## src/rtl/imem_program_loader.sv

```systemverilog
// Boot loader: framed little-endian byte stream -> instruction memory word writes.
// Define LOADER_CHECKSUM_EN to require a trailing XOR checksum byte after the image.
module imem_program_loader #(
  parameter int          IMEM_WORDS = 1024,
  parameter logic [31:0] BASE_ADDR  = 32'h0000_0000
) (
  input  logic        clk,
  input  logic        rst,
  input  logic        start,
  input  logic [7:0]  rx_data,
  input  logic        rx_valid,
  output logic        rx_ready,
  output logic        imem_we,
  output logic [31:0] imem_addr,
  output logic [31:0] imem_data,
  output logic        cpu_hold,
  output logic        done,
  output logic        error
);

  localparam int IDXW = $clog2(IMEM_WORDS) + 1;

`ifdef LOADER_CHECKSUM_EN
  typedef enum logic [2:0] {
    S_HDR = 3'd0, S_DATA = 3'd1, S_WRITE = 3'd2, S_DONE = 3'd3, S_ERR = 3'd4, S_CSUM = 3'd5
  } state_t;
`else
  typedef enum logic [2:0] {
    S_HDR = 3'd0, S_DATA = 3'd1, S_WRITE = 3'd2, S_DONE = 3'd3, S_ERR = 3'd4
  } state_t;
`endif

  state_t            state_q, state_d;
  logic [1:0]        byte_cnt_q, byte_cnt_d;
  logic [31:0]       asm_q, asm_d;
  logic [IDXW-1:0]   n_q, n_d;
  logic [IDXW-1:0]   idx_q, idx_d;
  logic [7:0]        csum_q, csum_d;
  logic              imem_we_q, imem_we_d;
  logic [31:0]       imem_addr_q, imem_addr_d;
  logic [31:0]       imem_data_q, imem_data_d;
  logic              cpu_hold_q, cpu_hold_d;
  logic              done_q, done_d;
  logic              error_q, error_d;

  logic              rx_ready_s;
  logic              accept_s;
  logic [31:0]       word_s;
  logic [IDXW-1:0]   idx_inc_s;

  // Byte acceptance is a pure decode of the current state.
  always_comb begin
    case (state_q)
      S_HDR, S_DATA: rx_ready_s = 1'b1;
`ifdef LOADER_CHECKSUM_EN
      S_CSUM:        rx_ready_s = 1'b1;
`endif
      default:       rx_ready_s = 1'b0;
    endcase
  end

  assign accept_s  = rx_valid && rx_ready_s;
  // First byte of a word ends up in [7:0] after four shifts.
  assign word_s    = {rx_data, asm_q[31:8]};
  assign idx_inc_s = idx_q + {{(IDXW-1){1'b0}}, 1'b1};

  // Next-state and registered-output computation.
  always_comb begin
    state_d     = state_q;
    byte_cnt_d  = byte_cnt_q;
    asm_d       = asm_q;
    n_d         = n_q;
    idx_d       = idx_q;
    csum_d      = csum_q;
    imem_we_d   = 1'b0;
    imem_addr_d = imem_addr_q;
    imem_data_d = imem_data_q;
    cpu_hold_d  = cpu_hold_q;
    done_d      = done_q;
    error_d     = error_q;
    case (state_q)
      S_HDR: begin
        if (accept_s) begin
          asm_d      = word_s;
          byte_cnt_d = byte_cnt_q + 2'd1;
          if (byte_cnt_q == 2'd3) begin
            if (word_s == 32'd0) begin
`ifdef LOADER_CHECKSUM_EN
              state_d = S_CSUM;
`else
              state_d    = S_DONE;
              cpu_hold_d = 1'b0;
              done_d     = 1'b1;
`endif
            end else if (word_s > 32'(IMEM_WORDS)) begin
              state_d = S_ERR;
              error_d = 1'b1;
            end else begin
              n_d     = word_s[IDXW-1:0];
              idx_d   = {IDXW{1'b0}};
              asm_d   = 32'd0;
              state_d = S_DATA;
            end
          end else begin
            state_d = S_HDR;
          end
        end else begin
          state_d = S_HDR;
        end
      end
      S_DATA: begin
        if (accept_s) begin
          asm_d      = word_s;
          byte_cnt_d = byte_cnt_q + 2'd1;
          csum_d     = csum_q ^ rx_data;
          if (byte_cnt_q == 2'd3) begin
            state_d     = S_WRITE;
            imem_we_d   = 1'b1;
            imem_data_d = word_s;
            imem_addr_d = BASE_ADDR + (32'(idx_q) << 32'd2);
          end else begin
            state_d = S_DATA;
          end
        end else begin
          state_d = S_DATA;
        end
      end
      S_WRITE: begin
        idx_d = idx_inc_s;
        if (idx_inc_s == n_q) begin
`ifdef LOADER_CHECKSUM_EN
          state_d = S_CSUM;
`else
          state_d    = S_DONE;
          cpu_hold_d = 1'b0;
          done_d     = 1'b1;
`endif
        end else begin
          state_d = S_DATA;
        end
      end
`ifdef LOADER_CHECKSUM_EN
      S_CSUM: begin
        if (accept_s) begin
          if (rx_data == csum_q) begin
            state_d    = S_DONE;
            cpu_hold_d = 1'b0;
            done_d     = 1'b1;
          end else begin
            state_d = S_ERR;
            error_d = 1'b1;
          end
        end else begin
          state_d = S_CSUM;
        end
      end
`endif
      S_DONE, S_ERR: begin
        if (start) begin
          state_d    = S_HDR;
          done_d     = 1'b0;
          error_d    = 1'b0;
          cpu_hold_d = 1'b1;
          byte_cnt_d = 2'd0;
          asm_d      = 32'd0;
          idx_d      = {IDXW{1'b0}};
          n_d        = {IDXW{1'b0}};
          csum_d     = 8'd0;
        end else begin
          state_d = state_q;
        end
      end
      default: begin
        state_d = S_HDR;
      end
    endcase
  end

  // State and output registers.
  always_ff @(posedge clk or posedge rst) begin
    if (rst) begin
      state_q     <= S_HDR;
      byte_cnt_q  <= 2'd0;
      asm_q       <= 32'd0;
      n_q         <= {IDXW{1'b0}};
      idx_q       <= {IDXW{1'b0}};
      csum_q      <= 8'd0;
      imem_we_q   <= 1'b0;
      imem_addr_q <= BASE_ADDR;
      imem_data_q <= 32'd0;
      cpu_hold_q  <= 1'b1;
      done_q      <= 1'b0;
      error_q     <= 1'b0;
    end else begin
      state_q     <= state_d;
      byte_cnt_q  <= byte_cnt_d;
      asm_q       <= asm_d;
      n_q         <= n_d;
      idx_q       <= idx_d;
      csum_q      <= csum_d;
      imem_we_q   <= imem_we_d;
      imem_addr_q <= imem_addr_d;
      imem_data_q <= imem_data_d;
      cpu_hold_q  <= cpu_hold_d;
      done_q      <= done_d;
      error_q     <= error_d;
    end
  end

  assign rx_ready  = rx_ready_s;
  assign imem_we   = imem_we_q;
  assign imem_addr = imem_addr_q;
  assign imem_data = imem_data_q;
  assign cpu_hold  = cpu_hold_q;
  assign done      = done_q;
  assign error     = error_q;

endmodule

```

## config.mk

```make
export PLATFORM = sky130hd
export DESIGN_NAME = imem_program_loader
export DESIGN_NICKNAME = d
export VERILOG_FILES = /design/src/rtl/imem_program_loader.sv
export SDC_FILE = /design/constraint.sdc
export NUM_CORES = 1
export LEC_CHECK = 0
export BUFFER_PORTS_ARGS = -buffer_cell sky130_fd_sc_hd__buf_2
export CORE_UTILIZATION = 45
export CTS_BUF_LIST = sky130_fd_sc_hd__clkbuf_8
export DETAILED_ROUTE_END_ITERATION = 7
export PLACE_DENSITY = 0.66
export SYNTH_ARGS = -nofsm -noshare
export SYNTH_HDL_FRONTEND = slang
export SYNTH_SLANG_ARGS = --single-unit
```

## constraint.sdc

```tcl
create_clock -name clk -period 8.5 [get_ports clk]
set_input_delay 0.85 -clock clk [delete_from_list [all_inputs] [get_ports clk]]
set_output_delay 0.85 -clock clk [all_outputs]
set_load 0.02 [all_outputs]
```

== After elaboration in Yosys (flattened, before gate mapping) ==
Index checks and enable logic that the tools add are counted.
Word-level totals
  flip-flop bits (word level): 106
  bits of input ports: 12
  output and inout port bits: 69
  word-level logic and storage cells: 97
Cells by class
  $add $sub $neg: 2
  magnitude comparators: 1
  equal/unequal tests: 16
  muxes and demuxes: 51
  reduce and logical (&&, ||, !) cells: 16
Operator list (number)
  two-way mux 32 bit: 6
  two-way mux 11 bit: 9
  case mux 32 bit (3 select lines): 1
  case mux 11 bit (3 select lines): 1
  > comparator 32 x 11 -> 1 bit (second input constant): 1
  zero test 32 bit: 1
  AND reduction 6 bit: 4
  case mux 11 bit (2 select lines): 1
  two-way mux 1 bit: 18
  two-way mux 3 bit: 6
  inequality test 2 bit (second input constant): 9
  case mux 3 bit (4 select lines): 1
  adder 11 x 1 -> 11 bit (second input constant): 1
  == test 11 bit: 1
  two-way mux 2 bit: 4
  == test 3 x 2 -> 1 bit (second input constant): 2
  case mux 1 bit (3 select lines): 2
  AND reduction 3 bit: 2
  nonzero test 3 bit: 2
  case mux 2 bit (2 select lines): 1
  AND reduction 4 bit: 1
  nonzero test 2 bit: 2
  OR reduction 2 bit: 2
  == test 3 x 1 -> 1 bit (second input constant): 1
  other kinds (7): 7

== Depth between registers and ports, before layout ==
Gate-level depths: netlist of run 1.
  word-level depth: 6
  gate-level depth with buffers: 9
  depth with buffers taken out: 7

== Worst setup path before layout of run 1 ==
Ideal clock, no wire load.
  kind: in2reg
  start: input rx_data[0]
  end: register asm_q[11]
  setup time: 0.121 ns
  arrival time: 2.252 ns
  required time: 8.379 ns
  slack: 6.127 ns
  stages on the path: 7
  buffers on the path: 2
  path through: nor4_1 nand4_1 o41ai_1 nor2b_1 buf_2 buf_2 nor2_1
On the way
  cells in the longest elaborated chain, start to end: 6
  elaborated cells between the ends (all ways): 7
  classes of those cells: 1 x order compare; 5 x mux; 1 x reduce/logical
RTL lines
  from (decl): RTL line 10  | input logic [7:0] rx_data,
  > comparator 32 x 11 -> 1 bit: RTL line 95  | end else if (word_s > 32'(IMEM_WORDS)) begin
  two-way mux 32 bit: RTL line 95
  two-way mux 32 bit *: RTL line 87  | if (word_s == 32'd0) begin
  two-way mux 32 bit *: RTL line 86  | if (byte_cnt_q == 2'd3) begin
  two-way mux 32 bit *: RTL line 83  | if (accept_s) begin
  case mux 32 bit (3 select lines) *: RTL line 81  | case (state_q)
  to (signal assigned): RTL line 197  | asm_q <= asm_d;
  to (decl): RTL line 35  | logic [31:0] asm_q, asm_d;
Every way passes the cells marked *; elsewhere a longest branch is shown, timed or not. The select of a mux whose other input is x is not followed.
A chain may end at the register's enable or synchronous reset.

== Worst setup path in the final report of run 1 ==
  start: input rx_data[0]
  end: register n_q[3]
On the way
  cells in the longest elaborated chain, start to end: 3
  elaborated cells between the ends (all ways): 5
  classes of those cells: 1 x order compare; 2 x eq/ne; 2 x reduce/logical
RTL lines
  > comparator 32 x 11 -> 1 bit / zero test 32 bit (equally long branches): RTL line 95, 87
  inequality test 2 bit (no source line)
  AND reduction 6 bit (no source line) *
  to (signal assigned): RTL line 185  | n_q <= {IDXW{1'b0}};
  to (signal assigned): RTL line 198  | n_q <= n_d;
  to (decl): RTL line 36  | logic [IDXW-1:0] n_q, n_d;
Every way passes the cells marked *; elsewhere a longest branch is shown, timed or not.

==> impl_metrics.py, run 1 <==
metrics = {
    "grt": {
        "antenna_found_initial": 0,
        "grt_pass1_wl_um": 16020,
        "grtUsageTotal_pct": 18.42,
        "grt_start_max_net_pins": 51,
        "overflow": 0,
        "grt_pass1_vias": 3154,
    },
    "layout": {
        "area_delta_synth_final_pct": 10.66,
        "n_antenna_cell": 0,
        "fin_nets": 501,
        "regArea_um2": 2454,
        "fin_cells": 625,
        "fin_area_um2": 5170,
        "fillers": 922,
        "multi_input_area_um2": 1993,
        "drive_gt1_share_pct": 25.61,
    },
    "pwr": {
        "seqPwrFrac_pct": 47.0,
        "power.share.clock_pct": 16.0,
        "p_per_area_nw_per_um2": 363.1,
        "p_leak_nw": 2.576,
        "p_sw_share_pct": 41.14,
        "power.switching_uw": 772.2,
        "intPower_mw": 1.105,
        "share_comb_of_total_power_pct": 37.0,
        "vdd_drop_max_mv": 0.1894,
    },
    "outcome": {
        "outcome": "finished, final reports clean",
    },
    "route": {
        "drc": 0,
        "viasPerCell": 5.280,
        "wl_per_cell_um": 15.19,
        "wl_met3_um": 352,
        "routed_wirelength_um": 9494,
        "drtIter0Drc": 186,
        "wl_met1_um": 4468,
        "met2WireLength_um": 4533,
        "first_pass_iters": 7,
        "via_count": 3300,
        "ant_nets": 0,
        "highest_layer": "met4",
    },
    "synth": {
        "synth-async-reset-ratio_pct": 100.0,
        "synth_cell_type_count": 53,
        "yosys_register_bits": 98,
        "syn_inst": 440,
        "ys.warnings.count": 0,
        "synth_seq_area_share_pct": 52.52,
        "yosysTopAreaCell": "dfrtp_1",
        "yosys-top-cells-area": "dfrtp_1 52%, mux2_2 9.6%, mux2i_1 4.9%",
        "synthFlopType": "dfrtp_1",
        "synth.top_cell.area_share_pct": 51.96,
        "synth_area_um2": 4672,
        "synth_edf_count": 0,
        "avgSynthCellArea_um2": 10.62,
    },
    "critical_path": {
        "cp.arrival_ns": 3.19,
        "worstSetupPathType": "in -> reg",
        "crit_slowest_cell": "o41ai_1",
        "slowest_delay_ns": 0.66,
        "cp.buffers_inverters": 2,
        "path_delay_family": "simple AND/OR/NAND/NOR gates",
        "required_ns": 8.80,
        "crit_path_start_kind": "primary input",
        "cp_max_fo": 26,
        "crit_path_end_kind": "flop",
        "crit_chain": "buf_2 > nor4_1 > nand4_1 > o41ai_1 > nor2b_2 > buf_4 > nand3_1 > nand2_1",
    },
    "sta": {
        "rsz0062_at_grt": "false",
        "fin_tns_setup_ns": 0,
        "setup_viol": 0,
        "hold_viol": 0,
        "relSlewSlack_pct": 27.91,
        "skew_ns": 0.01116,
        "fmax_mhz": 346.1,
        "hold_slack_ns": 0.4906,
        "period_share_pct": 33.99,
        "fin_crit_ns": 2.889,
        "drv_slew": 0,
        "tightest_slew_ns": 1.079,
    },
    "clock_network": {
        "cts_tree": "built",
        "clock_latency_ns": 0.36,
        "htree_levels": 3,
        "cts-root-buf": "clkbuf_8",
        "cts_hold_buf": 0,
        "cts_sinks": 98,
        "clock_path_buffers": 2,
        "cts_resized": 0,
        "numCtsBuffers": 9,
        "clk_pin_slew_ns": 0.10,
        "post-cts-setup-buffer-count": 0,
    },
    "place": {
        "numPlacedInstances": 609,
        "dp_hpwl_um": 6675,
        "place_area_um2": 4975,
        "port_buffers": 59,
        "gp_congestion": 0.7968,
    },
    "floorplan": {
        "die_height_um": 103.9,
        "ios": 81,
        "rows": 36,
        "chipWidth_um": 103.9,
        "dieArea_um2": 10790,
        "core_um2": 9910,
        "initial_utilization_pct": 47.15,
    },
    "flow_run": {
        "max_cap_violations": 0,
    },
    "hold_path": {
        "hold_path_class": "reg -> reg",
    },
}
## per-layer routing
| metal | vias up | GRT usage [%] |
|---|---|---|
| met3 | 13 | 3.321 |
| met5 | - | 0 |
| met1 | 1620 | 25.29 |
| li1 | 1588 | - |
| met2 | 79 | 29.24 |
| met4 | 0 | 6.837 |
## cells by family (layout without fill, tap and decap cells)
| logic type | Yosys count | after routing | share of synthesized area [%] |
|---|---|---|---|
| DFF | 98 | 98 | 52.52 |
| and+or+nand+nor | 149 | 149 | 15.24 |
| muxes | 63 | 63 | 14.57 |
| AOI/OAI and AO/OA | 58 | 58 | 7.901 |
| xor gates and xnor gates | 13 | 13 | 2.437 |
| other | 1 | 21 | 0.08027 |
| buffers and inverters | 56 | 88 | 6.722 |
| adders and majority gates | 2 | 2 | 0.5355 |
## stage by stage
step	setup WS, ns	total power [mW]	utilization, %
2_1_floorplan	5.090	1.373	-
3_3_place_gp	5.500	1.561	50.20
3_5_place_dp	5.266	1.589	50.20
4_1_cts	5.631	1.889	52.17
5_1_grt	5.428	2.010	52.17
6_report	5.611	1.877	52.17
## sequential cells by signal, indices dropped and copies added, names as in the netlist
signal and count:
imem_we 1, error 1, imem_addr 11, n_q 11
state_q 3, idx_q 11, byte_cnt_q 2, imem_data 32
asm_q 24, cpu_hold 1, done 1
## tightest hold or removal path, delay by kind of cell, from the launching register on
family / cells / cell delay (ns)
compound gates: 1 / 0.06
simple gates: 1 / 0.04
flops: 1 / 0.35
## worst paths after layout
check / startpoint / end / slack [ns] / cells after the start
max: rx_data[0] / n_q[3] / 5.61 / 8
min: imem_data[10] / imem_data[10] / 0.49 / 2
max reg2reg: asm_q[14] / n_q[3] / 5.72 / 7
min reg2reg: imem_data[10] / imem_data[10] / 0.49 / 2
max in group asynchronous: rst / imem_addr[2] / 6.89 / 3
min in group asynchronous: rst / imem_data[29] / 0.55 / 2
## cells in the mapped netlist (2+ instances only)
cell,count
a211o_1,2
a21o_1,2
a21oi_1,8
a22oi_1,2
a2bb2oi_1,2
a31oi_1,5
and2_1,3
and3_1,3
buf_1,4
buf_2,10
buf_4,22
clkbuf_1,9
dfrtp_1,97
ha_1,2
inv_1,9
mux2_2,40
mux2i_1,23
nand2_1,46
nand2b_1,3
nand3_1,17
nand3b_1,2
nand4_1,3
nor2_1,41
nor3_1,9
nor4_1,10
o21ai_0,22
o31ai_1,5
o41ai_1,2
or3_1,2
xnor2_1,7
xor2_1,6
## power by group through the flow
| stage | Sequential [mW] | Clock [mW] | Combinational (mW) |
|---|---|---|---|
| after CTS | 0.882 | 0.307 | 0.700 |
| after global routing | 0.914 | 0.329 | 0.767 |
| after detailed placement | 0.891 | 0 | 0.698 |
| final | 0.881 | 0.301 | 0.695 |
| after global placement | 0.882 | 0 | 0.678 |
| after floorplan | 0.920 | 0 | 0.453 |
## layout make-up
class | instances | area share (%)
inverter | 9 | 0.7018
multi-input combinational | 306 | 38.55
timing repair buffer | 63 | 6.292
tap | 133 | 3.219
clock buffer | 9 | 2.396
sequential | 98 | 47.46
clock inverter | 7 | 1.379
## cell usage in the layout (no fill, tap or decap), types with 7 or more instances in the layout
master    count
nor3_1        9
mux2_2       40
nand3_1      17
nand2_1      46
inv_1        10
mux2i_1      23
nor4_1       10
clkbuf_8      9
xnor2_1       7
dfrtp_1      97
conb_1       21
o21ai_0      22
buf_2        59
nor2_1       41
a21oi_1       7
Note: power is estimated with default switching activity, not from simulation.
==> inputs of run 2 (changes only) <==
clock period = 3 ns   (was 8.5 ns; I/O delays follow)
==> run 2 against run 1 <==
- register-to-register slack lost 5.2 ns
- combinational power grew to 2.9 times the previous value
- routed wire length grew 1.6%
- final area grew 0.61%
- first-iteration DRC count grew 0.54%
- largest cell class unchanged
- largest power group unchanged
==> impl_metrics.py, run 2 (same netlist as run 1, synthesis figures left out) <==
metrics = {
    "route": {
        "drtIter0Drc": 187,
        "wl_per_cell_um": 15.34,
        "first_pass_iters": 5,
        "drc": 0,
        "via_count": 3288,
        "ant_nets": 0,
        "routed_wirelength_um": 9650,
        "viasPerCell": 5.227,
    },
    "layout": {
        "final_cell_mix": "97 x dfrtp_1, 59 x buf_2, 46 x nand2_1, 41 x nor2_1, 40 x mux2_2",
        "layout_commonest_cell": "dfrtp_1",
        "fin_nets": 505,
        "fillers": 937,
        "area_delta_synth_final_pct": 11.33,
        "largest_register_ff_count": 32,
        "multi_input_area_um2": 1993,
        "drive_gt1_share_pct": 26.21,
        "regArea_um2": 2454,
        "post-route-util_pct": 52.49,
        "n_antenna_cell": 0,
    },
    "floorplan": {
        "core_um2": 9910,
        "die_height_um": 103.9,
        "rows": 36,
        "initial_utilization_pct": 47.15,
        "ios": 81,
        "chipWidth_um": 103.9,
        "dieArea_um2": 10790,
    },
    "sta": {
        "fin_crit_ns": 2.430,
        "rsz0062_at_grt": "false",
        "relSlewSlack_pct": 47.22,
        "period_share_pct": 81.01,
        "fin_tns_setup_ns": 0,
        "hold_viol": 0,
        "setup_viol": 0,
        "skew_ns": 0.007779,
        "tightest_slew_ns": 0.7889,
        "drv_slew": 0,
        "fmax_mhz": 411.5,
    },
    "clock_network": {
        "cts_hold_buf": 0,
        "clk_pin_slew_ns": 0.09,
        "cts-root-buf": "clkbuf_8",
        "cts_resized": 0,
        "cts_sinks": 98,
        "clock_path_buffers": 2,
        "numCtsBuffers": 9,
        "post-cts-setup-buffer-count": 0,
        "htree_levels": 3,
        "clock_latency_ns": 0.36,
        "cts_tree": "built",
    },
    "pwr": {
        "p_leak_nw": 2.589,
        "intPower_mw": 3.087,
        "power.switching_mw": 2.184,
        "p_per_area_nw_per_um2": 1013,
        "share_comb_of_total_power_pct": 37.9,
        "seqPwrFrac_pct": 47.4,
        "power.share.clock_pct": 14.7,
        "power_mw": 5.271,
        "p_sw_share_pct": 41.44,
        "vdd_drop_max_mv": 0.5720,
    },
    "critical_path": {
        "cp.depth": 7,
        "required_ns": 3.30,
        "worst-r2r-cell-count": 7,
        "slowest_delay_ns": 0.44,
        "path_delay_family": "simple AND/OR/NAND/NOR gates",
        "crit_chain": "nor4_1 > a31oi_1 > o41ai_1 > nor2b_2 > buf_12 > nand3_1 > nand2_1",
        "crit_path_start_kind": "flop",
        "cp.buffers_inverters": 1,
        "cp.arrival_ns": 2.73,
        "cp_max_fo": 27,
        "crit_slowest_cell": "dfrtp_1",
        "worstSetupPathType": "reg -> reg",
        "crit_path_end_kind": "flop",
    },
    "place": {
        "gp_congestion": 0.8262,
        "port_buffers": 59,
        "dp_hpwl_um": 6763,
    },
    "grt": {
        "overflow": 0,
        "grtUsageTotal_pct": 18.89,
        "grt_pass1_wl_um": 16260,
        "grt_pass1_vias": 3128,
        "antenna_found_initial": 0,
        "grt_start_max_net_pins": 52,
    },
    "hold_path": {
        "hold_path_class": "in -> async",
    },
    "flow_run": {
        "max_cap_violations": 0,
    },
    "outcome": {
        "outcome": "finished, final reports clean",
    },
}
run 2: worst reg2reg max path, delay by kind of cell (launching register included):
family	cells	cell delay, ns
flops	1	0.44
buf+inv	1	0.22
compound gates	2	0.62
simple gates	4	1.09
run 2: path summary, 6_finish.rpt:
kind | from | slack, ns | to
max | asm_q[9] | 0.57 | n_q[5]
min | rst | 0.005 | imem_data[29]
max reg2reg | asm_q[9] | 0.57 | n_q[5]
min reg2reg | imem_data[10] | 0.49 | imem_data[10]
max in group asynchronous | rst | 2.27 | cpu_hold
min in group clk | rx_data[7] | 0.21 | imem_data[31]
run 2: layout make-up:
cell class | instances | area share, %
sequential | 98 | 47.17
inverter | 9 | 0.6976
multi-input combinational | 306 | 38.32
tap | 133 | 3.199
clock buffer | 10 | 2.646
clock inverter | 6 | 0.6495
timing repair buffer | 67 | 7.313
run 2: per-layer routing:
layer,global-route usage (%),vias to the layer above,part of all wire (%)
met5,0,-,0
met4,7.857,0,1.1
met3,2.506,8,3.9
met2,31.05,79,49
met1,25.22,1610,46
li1,-,1591,-
run 2: metrics by stage:
stage | area (µm²) | worst slack, ns | hold WS (ns) | instances
floorplan | 4747 | 0.1396 | 0.4506 | 460
global placement | 5030 | 0.6149 | 0.4047 | 613
detailed placement | 5030 | 0.5720 | 0.4117 | 613
CTS | 5201 | 0.5658 | 0.006059 | 629
global route | 5201 | 0.3504 | 0.05399 | 629
finish | 5201 | 0.5696 | 0.004530 | 629
run 2: power groups by stage:
stage / combinational, mW / clock [mW] / sequential, mW
after floorplan: 1.28 / 0 / 2.61
after global placement: 1.96 / 0 / 2.50
after detailed placement: 2.01 / 0 / 2.53
after CTS: 2.02 / 0.800 / 2.50
after global routing: 2.20 / 0.848 / 2.59
final: 2.00 / 0.774 / 2.50
==> inputs of run 3 (changes only) <==
PLACE_DENSITY = 0.69   (was 0.66)
clock period = 2.1 ns   (was 3 ns; I/O delays follow)
==> run 3 against run 2 <==
- sequential share of layout area is 3.3 points lower
- via count is 5.5% higher
- final area is 7.8% higher
- setup slack worse by 0.54 ns
- clock power is 45% higher
- first-iteration DRC count is 24% lower
- critical endpoint unchanged
==> impl_metrics.py, run 3 (same netlist as run 1, synthesis figures left out) <==
metrics = {
    "route": {
        "routed_wirelength_um": 10230,
        "drc": 0,
        "via_count": 3470,
        "viasPerCell": 5.234,
        "ant_nets": 0,
        "drtIter0Drc": 143,
        "first_pass_iters": 4,
        "wl_per_cell_um": 15.43,
    },
    "grt": {
        "antenna_found_initial": 0,
        "grtUsageTotal_pct": 19.40,
        "grt_pass1_wl_um": 16740,
        "overflow": 0,
        "grt_pass1_vias": 3379,
        "grt_start_max_net_pins": 82,
    },
    "floorplan": {
        "core_um2": 9910,
        "chipWidth_um": 103.9,
        "ios": 81,
        "rows": 36,
        "die_height_um": 103.9,
        "initial_utilization_pct": 47.15,
        "dieArea_um2": 10790,
    },
    "pwr": {
        "power.share.clock_pct": 13.9,
        "seqPwrFrac_pct": 42.4,
        "intPower_mw": 4.778,
        "p_sw_share_pct": 41.10,
        "power_mw": 8.112,
        "share_comb_of_total_power_pct": 43.7,
        "p_leak_nw": 2.768,
        "vdd_drop_max_mv": 0.7420,
        "p_per_area_nw_per_um2": 1447,
        "power.switching_mw": 3.334,
    },
    "clock_network": {
        "cts_sinks": 98,
        "numCtsBuffers": 9,
        "clk_pin_slew_ns": 0.10,
        "cts-root-buf": "clkbuf_8",
        "clock_latency_ns": 0.37,
        "cts_tree": "built",
        "clock_path_buffers": 2,
        "htree_levels": 3,
    },
    "layout": {
        "largest_register_ff_count": 32,
        "final_cell_mix": "91 x dfrtp_1, 59 x buf_2, 44 x nand2_1, 40 x nor2_1, 40 x mux2_2",
        "layout_commonest_cell": "dfrtp_1",
        "n_antenna_cell": 0,
        "fin_nets": 539,
        "fin_cells": 663,
        "post-route-util_pct": 56.57,
        "area_delta_synth_final_pct": 19.98,
        "drive_gt1_share_pct": 34.72,
        "fin_area_um2": 5605,
    },
    "sta": {
        "fmax_mhz": 483.9,
        "setup_viol": 0,
        "hold_viol": 0,
        "period_share_pct": 98.40,
        "rsz0062_at_grt": "true",
        "skew_ns": 0.01002,
        "fin_tns_setup_ns": 0,
        "drv_slew": 0,
        "fin_crit_ns": 2.067,
    },
    "critical_path": {
        "crit_path_start_kind": "flop",
        "cp.arrival_ns": 2.37,
        "crit_path_end_kind": "flop",
        "cp_max_fo": 17,
        "worstSetupPathType": "reg -> reg",
        "required_ns": 2.41,
    },
    "hold_path": {
        "hold_path_class": "in -> reg",
    },
    "place": {
        "place_area_um2": 5280,
        "gp_congestion": 0.8313,
        "dp_hpwl_um": 7073,
        "numPlacedInstances": 641,
        "port_buffers": 59,
    },
    "flow_run": {
        "max_cap_violations": 0,
    },
    "outcome": {
        "outcome": "finished, final reports clean",
    },
}
## run 3: cell types whose count changed in the layout (fill, tap and decap cells not counted), moves of 3 or more
| cell | previous run | this run |
|---|---|---|
| dfrtp_1 | 97 | 91 |
| buf_4 | 6 | 36 |
| dfrtp_2 | 0 | 6 |
| o21ai_0 | 22 | 17 |
| o21ai_1 | 1 | 5 |
| nor4_1 | 10 | 7 |
## run 3: per-layer routing
metal | track usage [%] | part of all wire, % | up-vias
met4 | 5.918 | 0.95 | 0
met3 | 5.890 | 5.3 | 9
met5 | 0 | 0 | -
met2 | 32.33 | 50 | 84
met1 | 24.21 | 44 | 1716
li1 | - | - | 1661
## run 3: timing repair
action,4_1_cts,5_1_grt
buffers inserted,0,4
hold buffers,1,0
pin swaps,1,6
gates cloned,0,1
setup endpoints to repair,45,45
gates resized for setup,5,20
endpoints found under the hold margin,17,0
## run 3: cell type report
| type | count | area (µm²) |
|---|---|---|
| Fill cell | 863 | 4304 |
| Sequential cell | 98 | 2461 |
| Multi-Input combinational cell | 306 | 2082 |
| Timing Repair Buffer | 101 | 680.7 |
| Tap cell | 133 | 166.4 |
| Clock buffer | 9 | 123.9 |
| Clock inverter | 7 | 53.80 |
| Inverter | 9 | 37.54 |
## run 3: worst max-delay path, stage by stage, from the launching register on
cell and delay (ns):
dfrtp_1 0.44, nor4_4 0.31, nand4_1 0.21, o41ai_2 0.32
buf_4 0.17, nor2b_4 0.22, buf_12 0.17, nand3_1 0.09
nand2_1 0.07
## run 3: metrics by stage
step                      hold WS [ns]  worst slack, ns
after global placement          0.2295         -0.01867
after floorplan                 0.3606          0.05271
after CTS                      0.07596        -0.003345
after global routing           0.08017         -0.08568
final                           0.1042          0.03350
after detailed placement        0.2321         -0.05700
## run 3: worst paths after layout
check                                   from            end  slack [ns]  cells past startpoint
worst max-delay path               asm_q[20]         n_q[5]        0.03                      8
min in group asynchronous                rst  imem_data[29]        0.37                      3
worst max register to register     asm_q[20]         n_q[5]        0.03                      8
worst min-delay path              rx_data[2]  imem_data[26]        0.10                      2
worst min register to register  imem_addr[7]   imem_addr[7]        0.49                      2
max in group asynchronous                rst       cpu_hold        0.95                      4
## run 3: power by group through the flow
stage                     registers (mW)  clock network [mW]  logic (mW)
after floorplan                     3.73                   0        1.85
after global placement              3.38                   0        3.35
after detailed placement            3.42                   0        3.43
after CTS                           3.40                1.16        3.46
after global routing                3.56                1.23        3.86
final                               3.44                1.12        3.55
